--- src/rtl/instr_dispatch_queue.sv ---
// instr_dispatch_queue: classifies fetched instructions into control-unit
// start-state codes and buffers {code, IR} pairs in a DEPTH-entry FIFO with
// valid/ready handshakes on both sides. A flush discards every queued entry.
// Optional build macro DISPATCH_COND_CHECK_EN adds a flags_nzcv input; an
// instruction whose ARM condition fails against those flags is stored with
// the skip code 1 instead of its class code.
module instr_dispatch_queue #(
    parameter int STATE_W = 8,
    parameter int DEPTH   = 4
) (
    input  logic                     clk,
    input  logic                     reset,
    input  logic                     flush,
`ifdef DISPATCH_COND_CHECK_EN
    input  logic [3:0]               flags_nzcv,
`endif
    input  logic [31:0]              ir_in,
    input  logic                     ir_valid,
    output logic                     ir_ready,
    output logic [STATE_W-1:0]       code_out,
    output logic [31:0]              code_ir,
    output logic                     code_valid,
    input  logic                     code_ready,
    output logic [$clog2(DEPTH):0]   count
);

    localparam int PTR_W = $clog2(DEPTH);
    localparam int CNT_W = PTR_W + 1;
    localparam logic [CNT_W-1:0] DEPTH_C = CNT_W'(DEPTH);

    if (STATE_W < 6) begin : g_bad_state_w
        $error("instr_dispatch_queue: STATE_W must be >= 6");
    end
    if (DEPTH < 2 || (DEPTH & (DEPTH - 1)) != 0) begin : g_bad_depth
        $error("instr_dispatch_queue: DEPTH must be a power of 2 and >= 2");
    end

    // Three-way split shared by the load/store families: IR24=0, else IR21=0, else.
    function automatic logic [5:0] pick3(input logic [31:0] ir, input logic [5:0] c0,
                                         input logic [5:0] c1, input logic [5:0] c2);
        if (!ir[24])      return c0;
        else if (!ir[21]) return c1;
        else              return c2;
    endfunction

    // Instruction class -> start-state code, first match wins.
    function automatic logic [5:0] classify(input logic [31:0] ir);
        if (ir == 32'd0) return 6'd0;
        if (ir[27:22] == 6'b000000 && ir[7:4] == 4'b1001) return 6'd60;
        case (ir[27:25])
            3'b000: begin
                if (!ir[4])     return (ir[24:23] == 2'b10) ? 6'd14 : 6'd10;
                else if (ir[22]) return pick3(ir, 6'd46, 6'd47, 6'd48);
                else            return pick3(ir, 6'd49, 6'd50, 6'd51);
            end
            3'b001:  return (ir[24:23] == 2'b10) ? 6'd15 : 6'd11;
            3'b010:  return pick3(ir, 6'd17, 6'd16, 6'd19);
            3'b011:  return pick3(ir, 6'd22, 6'd21, 6'd23);
            3'b100:  return ir[24] ? 6'd31 : 6'd30;
            3'b101:  return ir[24] ? 6'd44 : 6'd45;
            default: return (ir[27:24] == 4'b1111) ? 6'd61 : 6'd62;
        endcase
    endfunction

`ifdef DISPATCH_COND_CHECK_EN
    // ARM condition evaluation; NV (4'b1111) never passes.
    function automatic logic cond_pass(input logic [3:0] cond, input logic [3:0] f);
        logic n, z, c, v;
        {n, z, c, v} = f;
        case (cond)
            4'h0: return z;
            4'h1: return !z;
            4'h2: return c;
            4'h3: return !c;
            4'h4: return n;
            4'h5: return !n;
            4'h6: return v;
            4'h7: return !v;
            4'h8: return c && !z;
            4'h9: return !c || z;
            4'hA: return n == v;
            4'hB: return n != v;
            4'hC: return !z && (n == v);
            4'hD: return z || (n != v);
            4'hE: return 1'b1;
            default: return 1'b0;
        endcase
    endfunction
`endif

    logic [STATE_W-1:0] code_mem_q [DEPTH];
    logic [31:0]        ir_mem_q   [DEPTH];
    logic [PTR_W-1:0]   wr_ptr_q, wr_ptr_d, rd_ptr_q, rd_ptr_d, rd_next;
    logic [CNT_W-1:0]   count_q, count_d;
    logic [STATE_W-1:0] code_out_q, code_out_d, push_code;
    logic [31:0]        code_ir_q, code_ir_d;
    logic               push, pop;

    // Code stored for the incoming instruction, with optional condition override.
    always_comb begin
        push_code = STATE_W'(classify(ir_in));
`ifdef DISPATCH_COND_CHECK_EN
        if (ir_in != 32'd0 && !cond_pass(ir_in[31:28], flags_nzcv))
            push_code = STATE_W'(1);
`endif
    end

    assign ir_ready   = (count_q < DEPTH_C) && !flush;
    assign code_valid = (count_q != '0);
    assign push       = ir_valid && ir_ready;
    assign pop        = code_valid && code_ready;
    assign rd_next    = rd_ptr_q + PTR_W'(1);

    // Next-state for pointers, occupancy and the registered head entry.
    always_comb begin
        // NOTE: every target gets a default first so no path leaves it unassigned (no latch).
        wr_ptr_d   = wr_ptr_q;
        rd_ptr_d   = rd_ptr_q;
        count_d    = count_q;
        code_out_d = code_out_q;
        code_ir_d  = code_ir_q;
        if (flush) begin
            wr_ptr_d = '0;
            rd_ptr_d = '0;
            count_d  = '0;
        end else begin
            if (push) wr_ptr_d = wr_ptr_q + PTR_W'(1);
            if (pop)  rd_ptr_d = rd_next;
            case ({push, pop})
                2'b10:   count_d = count_q + CNT_W'(1);
                2'b01:   count_d = count_q - CNT_W'(1);
                default: count_d = count_q;
            endcase
            // Head becomes the incoming entry when the queue is (or is about to be) empty,
            // otherwise the next stored entry after a pop; an emptied queue keeps the last value.
            if (push && (count_q == '0 || (pop && count_q == CNT_W'(1)))) begin
                code_out_d = push_code;
                code_ir_d  = ir_in;
            end else if (pop && count_q > CNT_W'(1)) begin
                code_out_d = code_mem_q[rd_next];
                code_ir_d  = ir_mem_q[rd_next];
            end
        end
    end

    // Control state register with synchronous reset taking priority over flush.
    always_ff @(posedge clk) begin
        // NOTE: sequential state uses non-blocking assignment so all registers update together.
        if (reset) begin
            wr_ptr_q   <= '0;
            rd_ptr_q   <= '0;
            count_q    <= '0;
            code_out_q <= '0;
            code_ir_q  <= '0;
        end else begin
            wr_ptr_q   <= wr_ptr_d;
            rd_ptr_q   <= rd_ptr_d;
            count_q    <= count_d;
            code_out_q <= code_out_d;
            code_ir_q  <= code_ir_d;
        end
    end

    // Entry storage written on every accepted push.
    always_ff @(posedge clk) begin
        // NOTE: storage is not reset; slots are only read once occupancy says they hold data.
        if (push) begin
            code_mem_q[wr_ptr_q] <= push_code;
            ir_mem_q[wr_ptr_q]   <= ir_in;
        end
    end

    assign code_out = code_out_q;
    assign code_ir  = code_ir_q;
    assign count    = count_q;

endmodule

--- config.mk ---
export PLATFORM = sky130hd
export DESIGN_NAME = instr_dispatch_queue
export DESIGN_NICKNAME = d
export VERILOG_FILES = /design/src/rtl/instr_dispatch_queue.sv
export SDC_FILE = /design/constraint.sdc
export NUM_CORES = 1
export LEC_CHECK = 0
export BUFFER_PORTS_ARGS = -buffer_cell sky130_fd_sc_hd__buf_2
export CAP_MARGIN = 20
export CELL_PAD_IN_SITES_DETAIL_PLACEMENT = 1
export CELL_PAD_IN_SITES_GLOBAL_PLACEMENT = 1
export CORE_MARGIN = 4
export CORE_UTILIZATION = 29
export DETAILED_ROUTE_END_ITERATION = 12
export GPL_ROUTABILITY_DRIVEN = 0
export PLACE_DENSITY = 0.62
export SLEW_MARGIN = 20
export SYNTH_ARGS = -nofsm -noshare
export SYNTH_HDL_FRONTEND = slang
export SYNTH_SLANG_ARGS = --single-unit
--- constraint.sdc ---
create_clock -name clk -period 3.2 [get_ports clk]
set_input_delay 0 -clock clk [delete_from_list [all_inputs] [get_ports clk]]
set_output_delay 0 -clock clk [all_outputs]
set_load 0.05 [all_outputs]
==> run metrics <==
commonest non-fill, non-tap cell in the layout edfxtp_1; CP max stage delay 0.46 ns; Post-Synth Adder-Cell Area 1.39%; f_max 478 MHz; later-pin clock latency in the skew report 0.43 ns; Ys Warns 0; antenna-violating nets left 0; Final setup viols 0; Critical path buffers and inverters 1; Final Hold Viols 0; Reg2Reg Depth 6; drt first-iter violations 353; Synth Area in Compound Gates 8.51%; CP Launch Type flop; Reg2Reg Launch Point count[2]; Area Growth Syn to Fin 22.1%; status finished, final reports clean; Post-Syn Area per Cell 15.7 um2; grt total ovfl 0; cell row count 60; full die area 30700 um2; dominant cells by area after synthesis edfxtp_1, dfxtp_1, mux4_2; Synth Cell Area 8120 um2; post-synth top area cell edfxtp_1; root buffer cell clkbuf_16; Worst Setup End Kind flop; core area between 20000 and 30000 um2; largest family of logic cells by synthesized area multiplexers; drt pass-1 iters 4; I/O Buffers 79; drt via density 4.74; synthesis-stage register bit count 197; number of gates resized after CTS 0; register area share after synthesis approximately two thirds; largest net degree at the start of global routing 73; Arr. time, crit path 2.43 ns; fin crit period between 2 and 2.5 ns; CTS H-Tree Depth 4; Critical R2R Capture code_ir[29]; Reg clk slew, reported paths 0.07 ns; cts bufs inserted 17; Hold Slack 0.0760 ns; Die Span Y 175 um; CP max FO 72; CP cell instances nor3b_4 -> nand2_4 -> o21ai_4 -> buf_12 -> nor2_1 -> a311oi_2; nets 673; average wire per standard cell 19.4 um; Max-slew headroom ~47%; post-synthesis xor/xnor area fraction 0.648%; Setup Crit Path Kind reg2reg; Worst Setup SP count[2]; Netlist cell types 46; CTS tree yes; Critical-path top delay cell nor3b_4; antenna diode count 0; clock skew 0.00883 ns; final wirelength 19.6 mm; max-slew violations 0; I/O Pins about 80; ys flop type edfxtp_1; mux cell area share after synthesis approximately a tenth; share of layout cells above drive strength 1 31.3%; vias in the first global route approximately 5200; Post-synth EDFFs 152; Hold Crit Class in2reg; Starting Density between 20 and 30%; required time worst endpoint 3.54 ns; commonest cells after routing, fill and taps aside edfxtp_1, buf_2, nand2_1, nor2_1, dfxtp_1; Max Cap Violations 0; Worst IR Drop VDD 0.000360 V; Core Util, Final 36.4%; R2R Setup Slk 1.11 ns; total leakage power 3.35 nW; Async S/R FF share, synth 0%; total number of vias 4793; Power Dens Cells 577 nW/um2; Die Wd 175 um; Inst Count DP 947; actual slew at the worst max-slew pin between 0.7 and 0.8 ns; RSZ-0062 raised after global routing no; Post-Layout Cell Count a little over 1000; first-pass GRT wire length ~30 mm; dpl hpwl 12.6 mm; share of the synthesized area in the top cell type around 56%; Setup TNS 0 ns; number of cells on the critical path 6; clock sinks just under 200; fill count 2841; Setup Fix Bufs, Post-CTS 0; initial antenna violation count 0; CP endpoint code_ir[29]; Post-Synth Simple-Gate Area 8.57%; residual DRC count 0; Clock Tree Buf Depth 2; delay-heaviest family, CP simple AND/OR/NAND/NOR gates; GRT Overall Usage 13.1%; Cells after Synth just over 500; fin crit share 65.4%
-- worst min path at each step --
| stage | from | end | slack, ns | depth (start not counted) |
|---|---|---|---|---|
| 6_report | ir_valid | wr_ptr_q[0] | 0.08 | 4 |
| 5_1_grt | ir_valid | wr_ptr_q[0] | 0.08 | 4 |
| 4_1_cts | ir_valid | wr_ptr_q[0] | 0.06 | 4 |
| 3_5_place_dp | ir_in[13] | ir_mem_q[3][13] | 0.27 | 1 |
| 3_3_place_gp | ir_in[1] | ir_mem_q[1][1] | 0.26 | 1 |
| 2_1_floorplan | ir_in[0] | ir_mem_q[0][0] | 0.1 | 0 |
-- final cells by class --
class	instances	area, um2	share of cell area (%)
flip-flops and latches	197	5470	55.2
inverters	12	45.0	0.454
clock inverters	15	195	1.97
multi-input cells	276	2430	24.5
repair buffers	123	883	8.91
well taps	372	465	4.70
clock buffers	17	425	4.29
-- per-layer routing --
layer / share of wire (%) / vias to the layer above / wire length (um) / GRT usage [%]
li1: - / 2196 / - / -
met1: 42 / 2485 / 8320 / 16.1
met2: 52 / 101 / 10200 / 23.4
met3: 4.6 / 11 / 893 / 2.99
met4: 0.79 / 0 / 155 / 3.04
met5: 0 / - / 0 / 0
-- worst min-delay path, delay by kind of cell --
| kind | cells | cell delay [ns] |
|---|---|---|
| simple gates | 2 | 0.22 |
| xor+xnor | 1 | 0.14 |
| buf+inv | 1 | 0.10 |
-- cells by family after synthesis --
group / Yosys count
fa+ha+maj: 9
buf+inv: 45
xor+xnor: 6
simple gates: 156
mux: 39
compound gates: 64
flops: 197
other cells: 1
-- metrics by stage --
| stage | cell area, um2 | worst slack, ns | total power, mW |
|---|---|---|---|
| global placement | 8960 | 1.22 | 3.48 |
| detailed placement | 8960 | 1.07 | 3.51 |
| finish | 9910 | 1.11 | 5.72 |
| CTS | 9910 | 1.06 | 5.78 |
| global route | 9910 | 0.927 | 5.94 |
| floorplan | 8120 | 0.673 | 3.31 |
-- registers in the layout, summed over array words and instances, names as in the netlist --
signal and count:
code_out 6, wr_ptr_q 2, rd_ptr_q 2, code_mem_q 24, ir_mem_q 128, code_ir 32
count 3
-- cell usage after synthesis (3+ instances only) --
master,n
xnor2_1,3
a21oi_1,7
xor2_1,3
dfxtp_1,45
nand2_1,72
mux4_2,38
a311oi_2,28
inv_1,12
buf_2,6
clkbuf_1,13
nand2b_1,4
buf_4,10
nor4_1,7
o21ai_0,4
ha_1,9
o2bb2ai_1,3
a311oi_1,6
nor2_1,50
a2bb2oi_1,4
and2_1,6
edfxtp_1,152
nor2b_1,5
-- power by group --
part / internal (mW) / leakage [nW] / switching [mW]
clock: 1.25 / 0.291 / 0.997
sequential: 2.83 / 1.75 / 0.0364
combinational: 0.180 / 1.31 / 0.422
-- repair_timing --
item                                    CTS  global route
endpoints found under the setup margin    0             0
hold buffers                             33             0
hold endpoints to repair                162             0
(Power assumes the default switching activity.)
